File: src/rtl/ram_arb_pkg.sv
// ram_arb_pkg: access-size and grant encodings shared by the RAM port arbiter
package ram_arb_pkg;
    localparam logic [1:0] SIZE_B = 2'b00;
    localparam logic [1:0] SIZE_H = 2'b01;
    localparam logic [1:0] SIZE_W = 2'b10;
    localparam int LANES = 4;
    typedef enum logic {PORT_I = 1'b0, PORT_D = 1'b1} port_e;
endpackage

File: src/rtl/ram_lane_align.sv
// ram_lane_align: byte enables, write lane shift, read shift/extend and alignment check
module ram_lane_align
    import ram_arb_pkg::*;
(
    input  logic [1:0]       off,
    input  logic [1:0]       size,
    input  logic             we,
    input  logic             zext,
    input  logic [31:0]      wdata,
    input  logic [31:0]      dout,
    output logic [LANES-1:0] be,
    output logic [31:0]      din,
    output logic [31:0]      rdata,
    output logic             err
);
    logic [LANES-1:0] be_base;
    logic [31:0]      sh;
    // Faulty accesses read all lanes without writing and return zero data
    always_comb begin
        err     = size == SIZE_B ? 1'b0 : size == SIZE_H ? off[0] : size == SIZE_W ? |off : 1'b1;
        be_base = size == SIZE_B ? 4'b0001 : size == SIZE_H ? 4'b0011 : 4'b1111;
        be      = we && !err ? be_base << off : 4'b1111;
        din     = wdata << {off, 3'b000};
        sh      = dout >> {off, 3'b000};
        rdata   = err || we ? '0
                : size == SIZE_B ? {{24{!zext && sh[7]}}, sh[7:0]}
                : size == SIZE_H ? {{16{!zext && sh[15]}}, sh[15:0]}
                : sh;
    end
endmodule

File: src/rtl/ram_port_arbiter.sv
// ram_port_arbiter: shares one byte-enabled RAM between fetch (I) and load/store (D); RAM_ARB_RR_EN selects round-robin
module ram_port_arbiter
    import ram_arb_pkg::*;
#(
    parameter int ADDR_WIDTH = 12,
    parameter int DATA_WIDTH = 32,
    parameter int MAX_STREAK = 4
) (
    input  logic                  clk_i,
    input  logic                  rst_ni,
    input  logic                  i_req_valid_i,
    output logic                  i_req_ready_o,
    input  logic [ADDR_WIDTH-1:0] i_addr_i,
    output logic                  i_rsp_valid_o,
    output logic [DATA_WIDTH-1:0] i_rsp_rdata_o,
    output logic                  i_rsp_err_o,
    input  logic                  d_req_valid_i,
    output logic                  d_req_ready_o,
    input  logic [ADDR_WIDTH-1:0] d_addr_i,
    input  logic                  d_we_i,
    input  logic [1:0]            d_size_i,
    input  logic                  d_unsigned_i,
    input  logic [DATA_WIDTH-1:0] d_wdata_i,
    output logic                  d_rsp_valid_o,
    output logic [DATA_WIDTH-1:0] d_rsp_rdata_o,
    output logic                  d_rsp_err_o,
    output logic [ADDR_WIDTH-3:0] ram_addr_o,
    output logic [DATA_WIDTH-1:0] ram_din_o,
    output logic                  ram_we_o,
    output logic [LANES-1:0]      ram_be_o,
    input  logic [DATA_WIDTH-1:0] ram_dout_i
);
    logic                  gnt_i, gnt_d, any, err;
    logic [ADDR_WIDTH-1:0] addr;
    logic [31:0]           rdata;
    logic [LANES-1:0]      be;
    port_e                 sel;
`ifdef RAM_ARB_RR_EN
    port_e ptr;
    // The pointer only decides when both ports ask in the same cycle
    always_comb begin
        gnt_i = i_req_valid_i && (!d_req_valid_i || ptr == PORT_I);
        gnt_d = d_req_valid_i && (!i_req_valid_i || ptr == PORT_D);
    end
    // After a contested grant the loser gets priority next time
    always_ff @(posedge clk_i or negedge rst_ni)
        if (!rst_ni) ptr <= PORT_I;
        else if (i_req_valid_i && d_req_valid_i) ptr <= gnt_i ? PORT_D : PORT_I;
`else
    localparam int SW = $clog2(MAX_STREAK + 1);
    localparam logic [SW-1:0] STREAK_MAX = SW'(MAX_STREAK);
    logic [SW-1:0] streak;
    // D wins unless it has already starved a waiting fetch MAX_STREAK times
    always_comb begin
        gnt_d = d_req_valid_i && (!i_req_valid_i || streak != STREAK_MAX);
        gnt_i = i_req_valid_i && !gnt_d;
    end
    // Count D grants made while a fetch is waiting
    always_ff @(posedge clk_i or negedge rst_ni)
        if (!rst_ni) streak <= '0;
        else if (!i_req_valid_i || gnt_i) streak <= '0;
        else if (gnt_d) streak <= streak + 1'b1;
`endif
    // Route the granted port onto the RAM; an idle cycle drives zeros
    always_comb begin
        sel           = gnt_d ? PORT_D : PORT_I;
        any           = gnt_i || gnt_d;
        addr          = sel == PORT_D ? d_addr_i : i_addr_i;
        i_req_ready_o = gnt_i;
        d_req_ready_o = gnt_d;
        ram_addr_o    = any ? addr[ADDR_WIDTH-1:2] : '0;
        ram_be_o      = any ? be : '0;
        ram_we_o      = gnt_d && d_we_i && !err;
    end
    ram_lane_align u_align (
        .off   (addr[1:0]),
        .size  (sel == PORT_D ? d_size_i : SIZE_W),
        .we    (sel == PORT_D && d_we_i),
        .zext  (sel == PORT_D ? d_unsigned_i : 1'b1),
        .wdata (d_wdata_i),
        .dout  (ram_dout_i),
        .be    (be),
        .din   (ram_din_o),
        .rdata (rdata),
        .err   (err)
    );
    // Responses appear exactly one cycle after the grant; reset drops them
    always_ff @(posedge clk_i or negedge rst_ni)
        if (!rst_ni) begin
            i_rsp_valid_o <= 1'b0;
            i_rsp_err_o   <= 1'b0;
            i_rsp_rdata_o <= '0;
            d_rsp_valid_o <= 1'b0;
            d_rsp_err_o   <= 1'b0;
            d_rsp_rdata_o <= '0;
        end else begin
            i_rsp_valid_o <= gnt_i;
            i_rsp_err_o   <= gnt_i && err;
            i_rsp_rdata_o <= gnt_i ? rdata : '0;
            d_rsp_valid_o <= gnt_d;
            d_rsp_err_o   <= gnt_d && err;
            d_rsp_rdata_o <= gnt_d ? rdata : '0;
        end
endmodule

File: config.mk
export PLATFORM = sky130hd
export DESIGN_NAME = ram_port_arbiter
export DESIGN_NICKNAME = d
export VERILOG_FILES = /design/src/rtl/ram_arb_pkg.sv /design/src/rtl/ram_lane_align.sv /design/src/rtl/ram_port_arbiter.sv
export SDC_FILE = /design/constraint.sdc
export NUM_CORES = 1
export LEC_CHECK = 0
export CORE_MARGIN = 5
export CORE_UTILIZATION = 41
export CTS_CLUSTER_DIAMETER = 40
export CTS_CLUSTER_SIZE = 40
export DETAILED_ROUTE_END_ITERATION = 16
export PLACE_DENSITY = 0.86
export SYNTH_ARGS = -nofsm -noshare
export SYNTH_HDL_FRONTEND = slang
export SYNTH_SLANG_ARGS = --single-unit
File: constraint.sdc
create_clock -name clk_i -period 4.8 [get_ports clk_i]
set_clock_uncertainty 0.05 [all_clocks]
set_input_delay 0.72 -clock clk_i [delete_from_list [all_inputs] [get_ports clk_i]]
set_output_delay 0.72 -clock clk_i [all_outputs]
set_load 0.01 [all_outputs]
==> qor.txt <==
Fin area - 6028 µm²
Met3 usage - 0.09808
Slew Viols, Final - 0
Post-CTS Setup Bufs - 0
Critical-path cell list - clkdlybuf4s50_1 -> nand2_1 -> o211a_1 -> nor2_2 -> o2bb2ai_1 -> clkdlybuf4s50_1
Die Ht - 104.0 µm
Sequential Area - 1777 µm²
WHS Endpoint - streak[0]
Core ar. - 8678 µm²
CTS tree - yes
Layout Area Growth over Synthesis - 66.48%
Status - complete, no violations
Hold wc startpoint - streak[0]
Vias in the first global route - 3937
Lkg Pwr - 0.002680 µW
Maximum VDD drop - 0.1156 mV
Switching pwr - 421.7 µW
Post_cts resized - 0
Utilization after layout - 0.6946
Die X - 104.0 µm
Die ar. - 10810 µm²
Starting Density - 0.4172
Reg-to-reg endpoint - d_rsp_rdata_o[1]
RSZ-0062 raised after global routing - no
Async SR Flop Fraction - 1.000
Sequential share of power - 0.387
Wire per inst - 19.07 µm
Clock root buffer - clkbuf_8
Via count - 3649
Total track usage - 0.2341
M1 GR Usage - 0.2579
Crit path top cell by count - clkdlybuf4s50_1
Clk pin slew, worst setup/hold paths - 0.07 ns
IO Port Bufs - 212
Synth top area share - 0.4907
Fraction of layout cells with a size suffix above 1 - 0.06526
Met2 Resource Use GR - 0.4071
Crit path max-delay family - buffers and inverters
Buf/Inv on CP - 2
Final min period - 4.167 ns
Final setup fails - 0
Final HPWL DP - 9869 µm
CP Max Fanout - 19
Synth Area per Inst - 10.17 µm²
Fin Setup TNS - 0 ns
Final Cycle Share - 0.8681
Reg-to-reg startpoint - streak[0]
Clock share of power - 0.360
Post-synth EDFFs - 0
Combinational share of power - 0.253
Yosys warns - 0
Worst slew pin tran - 0.9014 ns
DRT Wirelength - 12870 µm
Sw Share - 0.2644
Global placer's final weighted congestion - 0.8701
Vias per inst - 5.406
I/O Pins - 213
Cells after Synth - 356
Slew headroom - 0.3969
Hold depth - 1
CP Class - input pin to primary output
Worst min path class - flip-flop to flip-flop
DRT iter0 DRCs - 156
Crit. End Element - primary output
Largest net degree at the start of global routing - 72
Cell Int Power - 1173 µW
First-pass GRT wire length - 20560 µm
Clock tree sinks - 71
Cells on worst reg2reg path - 7
R2R Setup Slk - 2.06 ns
CTS Buf Count - 9
Fill cells - 656
Post-synth top area cell - dfrtp_1
Clk buf depth - 2
Diode count - 0
Max-cap violations - 0
Yosys cell types - 43
Final hold vios - 0
Pre-antenna DRT Iters - 4
Main synth FF type - dfrtp_1
CP Launch Type - input pin
Hold buffers post-CTS - 0
Later-pin clock latency in the skew report - 0.34 ns
H-tree levels - 3
DRC - 0
Net count of the mapped netlist - 454
Mapped cell area - 3621 µm²
Post-place instance area - 5784 µm²
Antenna violations before repair - 0
Fmax - 240.0 MHz
Synth top area cells - dfrtp_1 (49%), mux2i_1 (14%), a21oi_1 (7.3%)
P per Cell Area - 264.6 nW/µm²
Gr ovfl total - 0
Max stage delay cell, worst path - clkdlybuf4s50_1
Std cell rows - 34
Largest stage delay, worst path - 0.72 ns
Most frequent cell after synthesis - dfrtp_1
Number of synthesized register bits - 71
Multi-input logic area - 1658 µm²
Sequential-to-total area share from yosys stat - 0.4907
Final ANT Viol Nets - 0
Worst Path Arrival - 3.40 ns
GR peak layer - met2
Nets@finish - 660
Power consumption - 1595 µW
Critical Path RT - 4.03 ns
Commonest cells post-synth - dfrtp_1 (71), a21oi_1 (53), mux2i_1 (49), nand2_1 (46), nor2_1 (21)
## registers in the layout, indices dropped and copies added (netlist names)
signal / count
i_rsp_valid_o: 1
d_rsp_rdata_o: 32
streak: 3
d_rsp_err_o: 1
i_rsp_rdata_o: 32
d_rsp_valid_o: 1
i_rsp_err_o: 1
## cell usage in the layout (no fill, tap or decap), types with 9 or more instances in the layout
cell	synthesis	final
buf_4	3	9
clkbuf_8	0	9
nand2_1	46	46
clkdlybuf4s50_1	0	211
mux2i_1	49	49
a21oi_1	53	53
o22ai_1	17	17
nor2_1	21	21
dfrtp_1	71	71
## worst max path at each step
| stage | start | endpoint | slack (ns) | cells past startpoint |
|---|---|---|---|---|
| 3_3_place_gp | d_req_valid_i | ram_din_o[19] | 0.81 | 6 |
| 5_1_grt | d_req_valid_i | ram_din_o[16] | 0.46 | 6 |
| 4_1_cts | d_addr_i[0] | ram_din_o[16] | 0.64 | 6 |
| 6_report | d_req_valid_i | ram_din_o[16] | 0.63 | 6 |
| 3_5_place_dp | d_req_valid_i | ram_din_o[16] | 0.65 | 6 |
| 2_1_floorplan | i_req_valid_i | ram_din_o[24] | 2.06 | 8 |
## worst register-to-register path: stages (launching register included)
cell	delay [ns]
dfrtp_1	0.40
inv_1	0.06
ha_1	0.22
and3_1	0.31
o211a_1	0.69
buf_4	0.37
nand2_1	0.27
o22ai_1	0.26
## layout make-up
| cell class | count | share of cell area |
|---|---|---|
| multi-input cells | 251 | 0.2750 |
| flip-flops and latches | 71 | 0.2947 |
| clock inverters | 7 | 0.01993 |
| repair buffers | 221 | 0.3624 |
| inverters | 8 | 0.004981 |
| clock buffers | 9 | 0.02055 |
| well taps | 108 | 0.02242 |
## per-layer routing
metal | vias to the layer above | wire length (µm)
met4 | 0 | 265
met3 | 21 | 1454
met5 | - | 0
met1 | 1740 | 4652
met2 | 201 | 6498
li1 | 1687 | -
## kinds of logic (layout without fill, tap and decap cells)
family	Yosys count	in the layout	synth area share
buffers and inverters	34	245	0.05149
xor gates and xnor gates	1	1	0.002419
adders and majority gates	2	2	0.006910
muxes	51	51	0.1448
AOI/OAI and AO/OA	104	104	0.1828
and+or+nand+nor	93	93	0.1209
DFF	71	71	0.4907
## power groups by stage
stage / registers, µW / logic (µW) / clock network, µW
finish: 617 / 403 / 574
global route: 618 / 433 / 612
CTS: 617 / 406 / 583
detailed placement: 629 / 402 / 0
global placement: 629 / 396 / 0
floorplan: 636 / 163 / 0
## per-stage QoR
stage          worst slack, ns  hold slack, ns  cells
2_1_floorplan            2.057          0.3744    356
3_3_place_gp            0.8069          0.3974    659
3_5_place_dp            0.6520          0.4103    659
4_1_cts                 0.6422          0.4228    675
5_1_grt                 0.4586          0.4499    675
6_report                0.6330          0.4158    675
(Power assumes the default switching activity.)
